==> config.mk <==
export PLATFORM = sky130hd
export DESIGN_NAME = seg_reader
export DESIGN_NICKNAME = d
export VERILOG_FILES = /design/src/rtl/seg_pkg.sv /design/src/rtl/seg7_encode.sv /design/src/rtl/seg_reader.sv
export SDC_FILE = /design/constraint.sdc
export NUM_CORES = 1
export LEC_CHECK = 0
export ABC_CLOCK_PERIOD_IN_PS = 5300
export BUFFER_PORTS_ARGS = -buffer_cell sky130_fd_sc_hd__buf_2
export CAP_MARGIN = 20
export CELL_PAD_IN_SITES_DETAIL_PLACEMENT = 0
export CELL_PAD_IN_SITES_GLOBAL_PLACEMENT = 1
export CORE_ASPECT_RATIO = 1.75
export CORE_MARGIN = 3
export CORE_UTILIZATION = 30
export CTS_CLUSTER_SIZE = 25
export DETAILED_ROUTE_END_ITERATION = 10
export GPL_TIMING_DRIVEN = 0
export PLACE_DENSITY = 0.61
export SETUP_SLACK_MARGIN = 0.2
export SLEW_MARGIN = 20
export SYNTH_ARGS = -nofsm -noshare
export SYNTH_HDL_FRONTEND = slang
export SYNTH_SLANG_ARGS = --single-unit
==> constraint.sdc <==
create_clock -name clock -period 5.3 [get_ports clock]
set_input_delay 1.06 -clock clock [delete_from_list [all_inputs] [get_ports clock]]
set_output_delay 1.06 -clock clock [all_outputs]
set_load 0.03 [all_outputs]
==> src/rtl/seg_pkg.sv <==
// Shared definitions for the 7-segment bus reader: segment pattern constants
// (bit0 = a ... bit6 = g) and the frame state encoding.
package seg_pkg;

    localparam logic [6:0] SEG_0     = 7'h3F;
    localparam logic [6:0] SEG_1     = 7'h06;
    localparam logic [6:0] SEG_2     = 7'h5B;
    localparam logic [6:0] SEG_3     = 7'h4F;
    localparam logic [6:0] SEG_4     = 7'h66;
    localparam logic [6:0] SEG_5     = 7'h6D;
    localparam logic [6:0] SEG_6     = 7'h7D;
    localparam logic [6:0] SEG_7     = 7'h07;
    localparam logic [6:0] SEG_8     = 7'h7F;
    localparam logic [6:0] SEG_9     = 7'h6F;
    localparam logic [6:0] SEG_9_ALT = 7'h67;
    localparam logic [6:0] SEG_A     = 7'h77;
    localparam logic [6:0] SEG_B     = 7'h7C;
    localparam logic [6:0] SEG_C     = 7'h39;
    localparam logic [6:0] SEG_D     = 7'h5E;
    localparam logic [6:0] SEG_E     = 7'h79;
    localparam logic [6:0] SEG_F     = 7'h71;

    typedef enum logic {
        COLLECT = 1'b0,
        PRESENT = 1'b1
    } state_t;

endpackage

==> src/rtl/seg7_encode.sv <==
// Combinational inverse of a hex-to-7-segment decoder: maps a segment
// pattern back to its nibble and flags patterns that are not a hex glyph.
module seg7_encode
    import seg_pkg::*;
(
    input  logic [6:0] seg,
    output logic [3:0] nibble,
    output logic       valid
);

    // Pattern lookup; anything outside the glyph set decodes to 0 and is flagged
    always_comb begin
        nibble = 4'h0;
        valid  = 1'b1;
        case (seg)
            SEG_0:     nibble = 4'h0;
            SEG_1:     nibble = 4'h1;
            SEG_2:     nibble = 4'h2;
            SEG_3:     nibble = 4'h3;
            SEG_4:     nibble = 4'h4;
            SEG_5:     nibble = 4'h5;
            SEG_6:     nibble = 4'h6;
            SEG_7:     nibble = 4'h7;
            SEG_8:     nibble = 4'h8;
            SEG_9:     nibble = 4'h9;
            SEG_9_ALT: nibble = 4'h9;
            SEG_A:     nibble = 4'hA;
            SEG_B:     nibble = 4'hB;
            SEG_C:     nibble = 4'hC;
            SEG_D:     nibble = 4'hD;
            SEG_E:     nibble = 4'hE;
            SEG_F:     nibble = 4'hF;
            default: begin
                nibble = 4'h0;
                valid  = 1'b0;
            end
        endcase
    end

endmodule

==> src/rtl/seg_reader.sv <==
// Recovers the hex word shown on a multiplexed 7-segment bus: each digit must
// dwell unchanged for STABLE_CYCLES before capture; full frames go out on valid/ready.
module seg_reader
    import seg_pkg::*;
#(
    parameter int STABLE_CYCLES = 4,
    parameter int NDIG          = 4
) (
    input  logic                clock,
    input  logic                resetn,
    input  logic [6:0]          seg,
    input  logic [NDIG-1:0]     dig,
    output logic [4*NDIG-1:0]   out_data,
    output logic                out_err,
    output logic                out_valid,
    input  logic                out_ready
);

    localparam logic [7:0] STABLE_CNT = 8'(STABLE_CYCLES);

    state_t              state_r, state_s;
    logic [6:0]          sample_seg_r;
    logic [NDIG-1:0]     sample_dig_r;
    logic [7:0]          cnt_r, cnt_s;
    logic [NDIG-1:0]     done_r, done_s;
    logic [NDIG-1:0]     err_r, err_s;
    logic [4*NDIG-1:0]   data_r, data_s;
    logic                out_err_r, out_valid_r;

    logic [3:0]          enc_nibble_s;
    logic                enc_valid_s;
    logic                same_s;
    logic                onehot_s;
    logic                capture_s;
    logic                handshake_s;

    seg7_encode u_encode (
        .seg    (seg),
        .nibble (enc_nibble_s),
        .valid  (enc_valid_s)
    );

    // Dwell tracking: the count restarts on any change or an illegal strobe
    always_comb begin
        same_s   = (seg == sample_seg_r) && (dig == sample_dig_r);
        onehot_s = $onehot(dig);
        cnt_s    = cnt_r;
        if (!same_s || !onehot_s) begin
            cnt_s = 8'd0;
        end else if (cnt_r < STABLE_CNT) begin
            cnt_s = cnt_r + 8'd1;
        end else begin
            cnt_s = cnt_r;
        end
        // Fires only on the transition into the saturated value, i.e. once per dwell
        capture_s   = (state_r == COLLECT) && (cnt_r != STABLE_CNT) && (cnt_s == STABLE_CNT);
        handshake_s = (state_r == PRESENT) && out_ready;
    end

    // Slot updates and frame state sequencing
    always_comb begin
        state_s = state_r;
        done_s  = done_r;
        err_s   = err_r;
        data_s  = data_r;
        if (handshake_s) begin
            done_s = {NDIG{1'b0}};
            err_s  = {NDIG{1'b0}};
        end else if (capture_s) begin
            for (int i = 0; i < NDIG; i++) begin
                if (dig[i]) begin
                    data_s[4*i +: 4] = enc_valid_s ? enc_nibble_s : 4'h0;
                    done_s[i]        = 1'b1;
                    err_s[i]         = ~enc_valid_s;
                end else begin
                    data_s[4*i +: 4] = data_r[4*i +: 4];
                end
            end
        end else begin
            data_s = data_r;
        end

        case (state_r)
            COLLECT: begin
                if (&done_s) begin
                    state_s = PRESENT;
                end else begin
                    state_s = COLLECT;
                end
            end
            PRESENT: begin
                if (handshake_s) begin
                    state_s = COLLECT;
                end else begin
                    state_s = PRESENT;
                end
            end
            default: state_s = COLLECT;
        endcase
    end

    // Sample register and dwell counter; the count also restarts after a transfer
    always_ff @(posedge clock or negedge resetn) begin
        if (!resetn) begin
            sample_seg_r <= 7'h00;
            sample_dig_r <= {NDIG{1'b0}};
            cnt_r        <= 8'd0;
        end else begin
            sample_seg_r <= seg;
            sample_dig_r <= dig;
            cnt_r        <= handshake_s ? 8'd0 : cnt_s;
        end
    end

    // Frame state, slot registers and registered outputs
    always_ff @(posedge clock or negedge resetn) begin
        if (!resetn) begin
            state_r     <= COLLECT;
            done_r      <= {NDIG{1'b0}};
            err_r       <= {NDIG{1'b0}};
            data_r      <= {(4*NDIG){1'b0}};
            out_err_r   <= 1'b0;
            out_valid_r <= 1'b0;
        end else begin
            state_r     <= state_s;
            done_r      <= done_s;
            err_r       <= err_s;
            data_r      <= data_s;
            out_err_r   <= |err_s;
            out_valid_r <= (state_s == PRESENT);
        end
    end

    assign out_data  = data_r;
    assign out_err   = out_err_r;
    assign out_valid = out_valid_r;

endmodule

Word level (Yosys, flattened, before mapping)
Index checks and enable logic that the tools add are counted.
{"block": "totals", "reg_bits": 45, "latch_bits": 0, "mem_bits_rw": 0, "romBits": 0, "out_inout_bits": 18, "memories": 0}
{"block": "classes", "addsub": 4, "mul": 0, "div": 0, "order_cmp": 1, "eq_ne": 22, "shifts": 0, "n_mux": 21, "n_bitwise": 3, "n_reduce_logical": 15}
{"op": "$eq A7 B7 Y1 const B", "n": 13}
{"op": "$pmux W4 S15", "n": 1}
{"op": "$mux W8", "n": 3}
{"op": "$mux W4", "n": 5}
{"op": "$reduce_or A17 Y1", "n": 1}
{"op": "$eq A7 B3 Y1 const B", "n": 2}
{"op": "$eq A7 B6 Y1 const B", "n": 2}
{"op": "$reduce_and A3 Y1", "n": 4}
{"op": "$mux W1", "n": 11}
{"op": "$add A8 B1 Y8 const B", "n": 1}
{"op": "$eq A8 B3 Y1 const B", "n": 1}
{"op": "$lt A8 B3 Y1 const B", "n": 1}
{"op": "$ne A8 B3 Y1 const B", "n": 1}
{"op": "$eq A7 B7 Y1", "n": 1}
{"op": "$add A1 B1 Y2", "n": 2}
{"op": "$eq A4 B4 Y1", "n": 1}
{"op": "$logic_and A1 B1 Y1", "n": 4}
{"op": "$reduce_and A4 Y1", "n": 1}
{"op": "$reduce_or A4 Y1", "n": 1}
{"op": "$add A2 B2 Y3", "n": 1}
{"op": "$eq A3 B1 Y1 const B", "n": 1}
{"op": "$not A1 Y1", "n": 3}
{"op": "$logic_not A1 Y1", "n": 2}
{"op": "$pmux W1 S2", "n": 1}
{"op": "other kinds (2)", "n": 2}

Depth between registers and ports, before layout
Gate-level depths: netlist (run 1).
{"block": "logic_depth", "word_depth": 13, "mapped_depth": 12}

Modules after synthesis
From an unflattened synthesis (run 1), not the netlist that was laid out.
{"block": "hier_totals", "cells_unflattened": 201, "hier_area_um2": 2132.0}
{"module": "seg_reader", "instances": 1, "cells_each": 156, "area_per_inst_um2": 1821.7, "seq_area_each_um2": 1126.1}
{"module": "seg7_encode", "instances": 1, "cells_each": 45, "area_per_inst_um2": 310.3, "seq_area_each_um2": 0.0}

Worst setup path after synthesis (run 1)
Ideal clock, no wire load.
{"block": "synth_timing", "path_kind": "in2reg", "startpoint": "input dig[0]", "endpoint": "register out_valid_r (netlist: out_valid)", "t_arrival_ns": 3.495, "required_ns": 5.196, "slack_ns": 1.701, "cell_stages": 11, "n_path_buf": 0, "path_cell_list": "inv_1 -> fa_1 -> inv_1 -> ha_1 -> ha_1 -> nor3b_1 -> nand4_1 -> nor3_4 -> nand4_2 -> nor2b_1 -> o41ai_2"}
{"block": "synth_via", "elab_chain_cells": 13, "word_cells_on_any_way": 17, "cone_classes": "add/sub: 2; eq/ne: 3; mux: 6; reduce/logical: 6"}
{"item": "start, declared", "line": "seg_reader.sv:12", "rtl": "input logic [NDIG-1:0] dig,"}
{"item": "$add A1 B1 Y2 (not written as such)", "line": "seg_reader.sv:46", "rtl": "onehot_s = $onehot(dig);"}
{"item": "$add A2 B2 Y3 (not written as such)", "line": "seg_reader.sv:46"}
{"item": "$eq A3 B1 Y1", "line": "seg_reader.sv:46"}
{"item": "$logic_not A1 Y1", "line": "seg_reader.sv:48", "rtl": "if (!same_s || !onehot_s) begin"}
{"item": "$logic_or A1 B1 Y1", "line": "seg_reader.sv:48"}
{"item": "$mux W8", "line": "seg_reader.sv:48"}
{"item": "$eq A8 B3 Y1", "line": "seg_reader.sv:56", "rtl": "capture_s = (state_r == COLLECT) && (cnt_r != STABLE_CNT) && (cnt_s == STABLE_CNT);"}
{"item": "$logic_and A1 B1 Y1", "line": "seg_reader.sv:56"}
{"item": "$mux W4 (*)", "line": "seg_reader.sv:69", "rtl": "end else if (capture_s) begin"}
{"item": "$mux W4 (*)", "line": "seg_reader.sv:66", "rtl": "if (handshake_s) begin"}
{"item": "$reduce_and A4 Y1 (*)", "line": "seg_reader.sv:85", "rtl": "if (&done_s) begin"}
{"item": "$mux W1 (*)", "line": "seg_reader.sv:85"}
{"item": "$pmux W1 S2 (*)", "line": "seg_reader.sv:83", "rtl": "case (state_r)"}
{"item": "named net state_s", "line": "seg_reader.sv:21", "rtl": "state_t state_r, state_s;"}
{"item": "end signal, assigned", "line": "seg_reader.sv:130", "rtl": "out_valid_r <= (state_s == PRESENT);"}
{"item": "end, declared", "line": "seg_reader.sv:28", "rtl": "logic out_err_r, out_valid_r;"}
The timed path passes the listed nets; every way through them passes the cells marked *.
A chain may end at the register's enable or synchronous reset.

Worst setup path in the final report (run 1)
Ends and elaborated chain as after synthesis.

==> results of run 1 <==
## worst max path at each step
stage	end	cells after the start
floorplan	out_valid$_DFF_PN0_	11
global placement	out_valid$_DFF_PN0_	12
detailed placement	out_valid$_DFF_PN0_	12
CTS	out_valid$_DFF_PN0_	12
global route	out_valid$_DFF_PN0_	12
finish	out_valid$_DFF_PN0_	12
## synth_stat cells (3+ instances only)
library cell,count,area share (%)
o21ai_0,9,2.0
o32ai_1,3,1.2
xnor2_1,13,5.0
nor2_1,9,1.5
nand4_1,6,1.6
nand2b_1,5,1.4
a21oi_1,4,0.88
clkbuf_1,8,1.3
nand3_1,7,1.5
nand2_1,25,4.1
nor3_1,3,0.66
o22a_1,5,1.9
nor3b_1,3,0.99
and2_1,7,1.9
o21ai_1,6,1.3
mux2i_1,5,2.2
inv_1,9,1.5
ha_1,4,2.2
dfrtp_1,45,49
## worst register-to-register path: cells and delay by family, from the launching register on
family	cells	cell delay, ps
simple gates	3	800
fa+ha+maj	1	310
buf+inv	2	280
compound gates	3	500
flops	1	410
## logic make-up after synthesis
group / after synthesis
buf+inv: 19
xor+xnor: 13
compound gates: 38
mux: 9
fa+ha+maj: 6
simple gates: 87
flops: 45
## layer usage
layer	up-vias	wire length (um)	global-route usage [%]
met1	837	2090	15.5
met2	29	2850	22.6
met3	9	146	2.74
met5	-	0	0
met4	0	121	5.53
li1	844	-	-
## state kept, by name, summed over array words and instances (netlist names)
signal,flops
cnt_r,8
done_r,4
err_r,4
out_data,16
out_err,1
out_valid,1
sample_dig_r,4
sample_seg_r,7
## layout make-up
class	instances	area (um2)	share of cell area, %
Buffer	10	40.0	1.49
Clock buffer	7	143	5.30
Multi-Input combinational cell	153	1080	40.2
Timing Repair Buffer	31	158	5.86
Sequential cell	45	1130	41.9
Tap cell	86	108	4.00
Inverter	9	33.8	1.26
## cells in the final DEF, fill, tap and decap left out, types with 6 or more instances in the layout
cell type,instances
dfrtp_1,45
o21ai_0,9
and2_1,7
buf_2,32
o21ai_1,6
nand4_1,6
inv_1,9
nand3_1,7
nand2_1,25
nor2_1,9
clkbuf_1,9
xnor2_1,13
## power breakdown
| part | internal [mW] | total (mW) | switching, mW |
|---|---|---|---|
| registers | 0.348 | 0.350 | 0.00187 |
| logic | 0.0231 | 0.0625 | 0.0395 |
| clock network | 0.185 | 0.309 | 0.124 |
| total | 0.556 | 0.721 | 0.165 |
## per-stage QoR
step	hold WS [ps]	utilization [%]	worst slack, ps	cells
final	477	36.9	1500	341
after CTS	479	36.9	1460	341
after detailed placement	465	34.9	1160	334
after global placement	463	34.9	1190	334
after global routing	506	36.9	1270	341
after floorplan	440	-	1700	217
==> flow_metrics.env, run 1 <==
export IMPL_status="finished, final reports clean"
export IMPL_p_per_area_nw_per_um2=268
export IMPL_insertion_delay_ps=280
export IMPL_critical_path_required_ps=5490
export IMPL_cp_max_fo=10
export IMPL_syn_inst=217
export IMPL_synth_ff_type="dfrtp_1"
export IMPL_place_area_um2=2540
export IMPL_n_antenna_cell=0
export IMPL_drv_cap=0
export IMPL_place_port_buffers=31
export IMPL_io_pins=32
export IMPL_synth_mux_area_share_pct=4.33
export IMPL_power_total_mw=0.721
export IMPL_stdcell_area_um2=2690
export IMPL_critPathArrivalTime_ps=3980
export IMPL_h_tree_depth=2
export IMPL_r2r_start="cnt_r[0]$_DFF_PN0_"
export IMPL_worstMarginPinSlew_ps=581
export IMPL_synth_compound_area_share_pct=11.7
export IMPL_yosys_area_share_simple_pct=22.9
export IMPL_num_vias=1719
export IMPL_drtPass1Iterations=4
export IMPL_cts_buffers=5
export IMPL_worstSetupStartpoint="dig[0]"
export IMPL_rsz0062_at_grt="no"
export IMPL_cts_root_buf="clkbuf_16"
export IMPL_grt_usage_pct=13.1
export IMPL_cts_tree="built"
export IMPL_wire_per_inst_um=15.3
export IMPL_period_share_pct=71.7
export IMPL_fmax_ghz=0.263
export IMPL_cp_slowest_cell="fa_1"
export IMPL_leakage_nw=1.26
export IMPL_cts_resized_gates=0
export IMPL_clock_sinks=45
export IMPL_drt_wl_total_um=5210
export IMPL_num_fill_cells=750
export IMPL_fin_tns_setup_ps=0
export IMPL_rows=41
export IMPL_drive_gt1_share_pct=20.4
export IMPL_post_cts_setup_buffer_count=0
export IMPL_grt_pass1_vias=1716
export IMPL_cpPeakStageDelay_ps=540
export IMPL_min_from="cnt_r[7]$_DFF_PN0_"
export IMPL_end_kind="flip-flop"
export IMPL_worst_ir_drop_vdd_mv=0.118
export IMPL_path_buf_inv=3
export IMPL_cp_start_kind="input port"
export IMPL_min_path_cells=1
export IMPL_post_route_min_period_ps=3800
export IMPL_holdBufCountCts=0
export IMPL_syn_to_final_growth_pct=17.9
export IMPL_grt_pass1_wl_um=8860
export IMPL_drtIter0Drc=57
export IMPL_path_delay_family="simple AND/OR/NAND/NOR gates"
export IMPL_skew_ps=2.72
export IMPL_hold_end="cnt_r[7]$_DFF_PN0_"
export IMPL_die_area_um2=8730
export IMPL_core_region_area_um2=7280
export IMPL_ff2ff_path_depth=9
export IMPL_overflow=0
export IMPL_antenna_found_initial=0
export IMPL_ys_ff_latch=45
export IMPL_synth_top_family_by_area="simple AND/OR/NAND/NOR gates"
export IMPL_ys_seq_area_share_pct=49.3
export IMPL_viasPerCell=5.04
export IMPL_synthAdderAreaFrac_pct=3.51
export IMPL_grt_max_degree=46
export IMPL_synth_edff_count=0
export IMPL_die_x_um=71.9
export IMPL_initial_utilization_pct=31.3
export IMPL_maxSlewViolCount=0
export IMPL_dpl_hpwl_um=3890
export IMPL_crit_type="in -> reg"
export IMPL_slew_headroom_pct=61.3
export IMPL_async_flop_share_pct=100
export IMPL_syn_avg_cell_area_um2=10.5
export IMPL_crit_chain="buf_2 > inv_1 > fa_1 > inv_1 > ha_1 > ha_1 > nor3b_1 > nand4_1 > nor3_4 > nand4_2 > nor2b_1 > o41ai_2"
export IMPL_antenna_left=0
export IMPL_synth_nets=236
export IMPL_clkTransAtPathRegs_ps=60
export IMPL_synth_xor_area_share_pct=4.99
export IMPL_cts_max_path_buffers=2
export IMPL_finalSetupViolCount=0
export IMPL_hold_path_class="reg -> reg"
export IMPL_die_h_um=121
export IMPL_r2r_setup_slack_ps=2860
export IMPL_nNetsFinal=274
export IMPL_yosysUniqueCellTypes=52
export IMPL_drc=0
export IMPL_gp_congestion=0.793
export IMPL_timing_rr_end="out_err$_DFF_PN0_"
export IMPL_syn_area_um2=2280
export IMPL_hold_violations=0
export IMPL_ys_warn_count=0
Note: power is estimated with default switching activity, not from simulation.
==> inputs of run 2 (changes only) <==
- ABC_AREA: unset -> 1
- ABC_CLOCK_PERIOD_IN_PS: 5300 -> 3860
- PLACE_DENSITY: 0.61 -> 0.63
- clock period: 5.3 -> 3.86 ns (I/O delays scaled with it)
==> run 2 against run 1 <==
Critical path type unchanged. Power grew 38%. Highest routed layer unchanged. Global-route usage grew 0.15 points. Largest cell class unchanged. Routed wire length grew 2.0%. Utilization grew 0.080 points.
==> flow_metrics.env, run 2 <==
export IMPL_io_pins=32
export IMPL_rows=41
export IMPL_yosysUniqueCellTypes=28
export IMPL_fin_tns_setup_ps=0
export IMPL_layout_setup_ws_ps=638
export IMPL_hold_violations=0
export IMPL_antenna_left=0
export IMPL_grt_pass1_wl_um=9030
export IMPL_largest_register_ffs=16
export IMPL_synth_area_leaders="dfrtp_1 48%, nand2_1 13%, inv_1 6.3%"
export IMPL_cpPeakStageDelay_ps=540
export IMPL_place_port_buffers=31
export IMPL_status="finished, final reports clean"
export IMPL_finalSetupViolCount=0
export IMPL_fin_cells=411
export IMPL_worstSetupStartpoint="dig[0]"
export IMPL_critPathArrivalTime_ps=3380
export IMPL_drive_gt1_share_pct=20.3
export IMPL_initial_utilization_pct=31.5
export IMPL_core_region_area_um2=7390
export IMPL_cts_max_path_buffers=2
export IMPL_crit_chain="buf_2 > inv_1 > fa_1 > inv_1 > ha_1 > ha_1 > nor2_1 > nand2_1 > nor2_1 > nand2_1 > nor2_4 > o311ai_2 > nand3_2 > nand2_1 > nand3_1 > nand4_2"
export IMPL_cts_tree="built"
export IMPL_rsz0062_at_grt="no"
export IMPL_path_delay_family="simple AND/OR/NAND/NOR gates"
export IMPL_fin_util_pct=37.0
export IMPL_ff2ff_path_depth=11
export IMPL_grt_pass1_vias=1888
export IMPL_ys_seq_area_share_pct=48.4
export IMPL_nNetsFinal=343
export IMPL_syn_inst=286
export IMPL_stdcell_area_um2=2730
export IMPL_syn_to_final_growth_pct=17.6
export IMPL_grt_usage_pct=13.3
export IMPL_die_area_um2=8880
export IMPL_synthTopCellsByCount="83 x nand2_1, 45 x dfrtp_1, 39 x inv_1, 31 x nor2_1, 17 x o21ai_0"
export IMPL_cts_resized_gates=0
export IMPL_drc=0
export IMPL_holdWs_ps=477
export IMPL_crit_type="in -> reg"
export IMPL_cts_root_buf="clkbuf_16"
export IMPL_timing_rr_end="out_err$_DFF_PN0_"
export IMPL_end_kind="flip-flop"
export IMPL_critical_path_required_ps=4020
export IMPL_post_cts_setup_buffer_count=0
export IMPL_clkTransAtPathRegs_ps=60
export IMPL_h_tree_depth=2
export IMPL_fmax_ghz=0.310
export IMPL_synth_top_area_cell="dfrtp_1"
export IMPL_r2r_setup_slack_ps=1840
export IMPL_clockPowerShare_pct=42.4
export IMPL_yosysMostFrequentCell="nand2_1"
export IMPL_regArea_um2=1130
export IMPL_path_buf_inv=3
export IMPL_drv_cap=0
export IMPL_synth_top_area_share_pct=48.4
export IMPL_syn_area_um2=2320
export IMPL_drtIter0Drc=95
export IMPL_maxSlewViolCount=0
export IMPL_final_cell_mix="83 x nand2_1, 45 x dfrtp_1, 39 x inv_1"
export IMPL_p_per_area_nw_per_um2=365
export IMPL_slew_headroom_pct=50.0
export IMPL_cts_buffers=5
export IMPL_place_area_um2=2590
export IMPL_die_x_um=72.5
export IMPL_power_frac_seq_pct=48.9
export IMPL_drtPass1Iterations=4
export IMPL_overflow=0
export IMPL_num_vias=1886
export IMPL_worst_ir_drop_vdd_mv=0.208
export IMPL_die_h_um=122
export IMPL_leakage_nw=1.49
export IMPL_syn_avg_cell_area_um2=8.13
export IMPL_wire_per_inst_um=12.9
export IMPL_gp_congestion=0.780
export IMPL_ys_ff_latch=45
export IMPL_p_sw_mw=0.246
export IMPL_worstMarginPinSlew_ps=749
export IMPL_post_route_min_period_ps=3220
export IMPL_skew_ps=3.87
export IMPL_hold_path_class="in -> async"
export IMPL_grt_max_degree=46
export IMPL_cp_slowest_cell="fa_1"
export IMPL_n_antenna_cell=0
export IMPL_dpl_cell_count=403
export IMPL_antenna_found_initial=0
export IMPL_ys_warn_count=0
export IMPL_clock_sinks=45
export IMPL_intPower_mw=0.752
export IMPL_post_place_ws_ps=303
export IMPL_dpl_hpwl_um=4070
export IMPL_synth_nets=305
export IMPL_num_fill_cells=802
export IMPL_viasPerCell=4.59
export IMPL_multi_input_area_um2=996
export IMPL_p_sw_share_pct=24.7
export IMPL_async_flop_share_pct=100
export IMPL_pwr_share_comb_pct=8.7
export IMPL_period_share_pct=83.5
export IMPL_layout_commonest_cell="nand2_1"
export IMPL_synth_ff_type="dfrtp_1"
export IMPL_critPathMostFrequentCell="nand2_1"
export IMPL_drt_wl_total_um=5320
export IMPL_r2r_start="cnt_r[0]$_DFF_PN0_"
export IMPL_power_total_mw=0.998
export IMPL_insertion_delay_ps=290
export IMPL_synth_edff_count=0
export IMPL_cp_max_fo=10
export IMPL_cp_start_kind="input port"
export IMPL_holdBufCountCts=0
[run 2: cell types whose count changed after synthesis, moves of 8 or more]
cell	previous run	this run
nand2_1	25	83
inv_1	9	39
xnor2_1	13	4
nor2_1	9	31
clkbuf_1	8	0
o21ai_0	9	17
[run 2: metal layers]
layer	vias up	share of wire [%]	track usage [%]
li1	970	-	-
met1	874	38	14.4
met2	30	56	24.1
met3	12	2.6	2.21
met4	0	2.7	6.93
met5	-	0	0
[run 2: kinds of logic (layout without fill, tap and decap cells)]
logic type / Yosys count / after routing / share of synthesized area, %
and+or+nand+nor: 158 / 158 / 32.2
buffers and inverters: 49 / 88 / 8.72
DFF: 45 / 45 / 48.4
AOI/OAI and AO/OA: 25 / 25 / 6.14
adders and majority gates: 5 / 5 / 3.01
xor gates and xnor gates: 4 / 4 / 1.51
[run 2: area by class of cell]
class	count	area share [%]
flip-flops and latches	45	41.2
well taps	86	3.94
inverters	46	6.32
repair buffers	31	5.77
multi-input cells	192	36.4
plain buffers	3	1.10
clock inverters	2	0.549
clock buffers	6	4.71
[run 2: how the worst max path moves through the flow]
stage	end	slack (ps)	depth (start not counted)
2_1_floorplan	out_err$_DFF_PN0_	790	16
4_1_cts	out_err$_DFF_PN0_	600	16
3_5_place_dp	out_err$_DFF_PN0_	300	16
6_report	out_err$_DFF_PN0_	640	16
3_3_place_gp	out_err$_DFF_PN0_	330	16
5_1_grt	out_err$_DFF_PN0_	420	16
[run 2: power groups by stage]
stage / clock network (mW) / logic, mW / registers [mW]
3_5_place_dp: 0 / 0.0896 / 0.497
2_1_floorplan: 0 / 0.0504 / 0.497
6_report: 0.423 / 0.0868 / 0.488
5_1_grt: 0.459 / 0.104 / 0.489
3_3_place_gp: 0 / 0.0883 / 0.497
4_1_cts: 0.440 / 0.0900 / 0.488
[run 2: worst reg2reg max path, cell delays in order, from the launching register on]
cell     delay [ps]
dfrtp_1         390
inv_1            80
ha_1            290
nand4_1         100
nand2_1          70
nor2_1          110
nand2_1         130
nor2_8          180
nand3_2         230
nand2_1         140
nand3_1         110
nand4_2         120
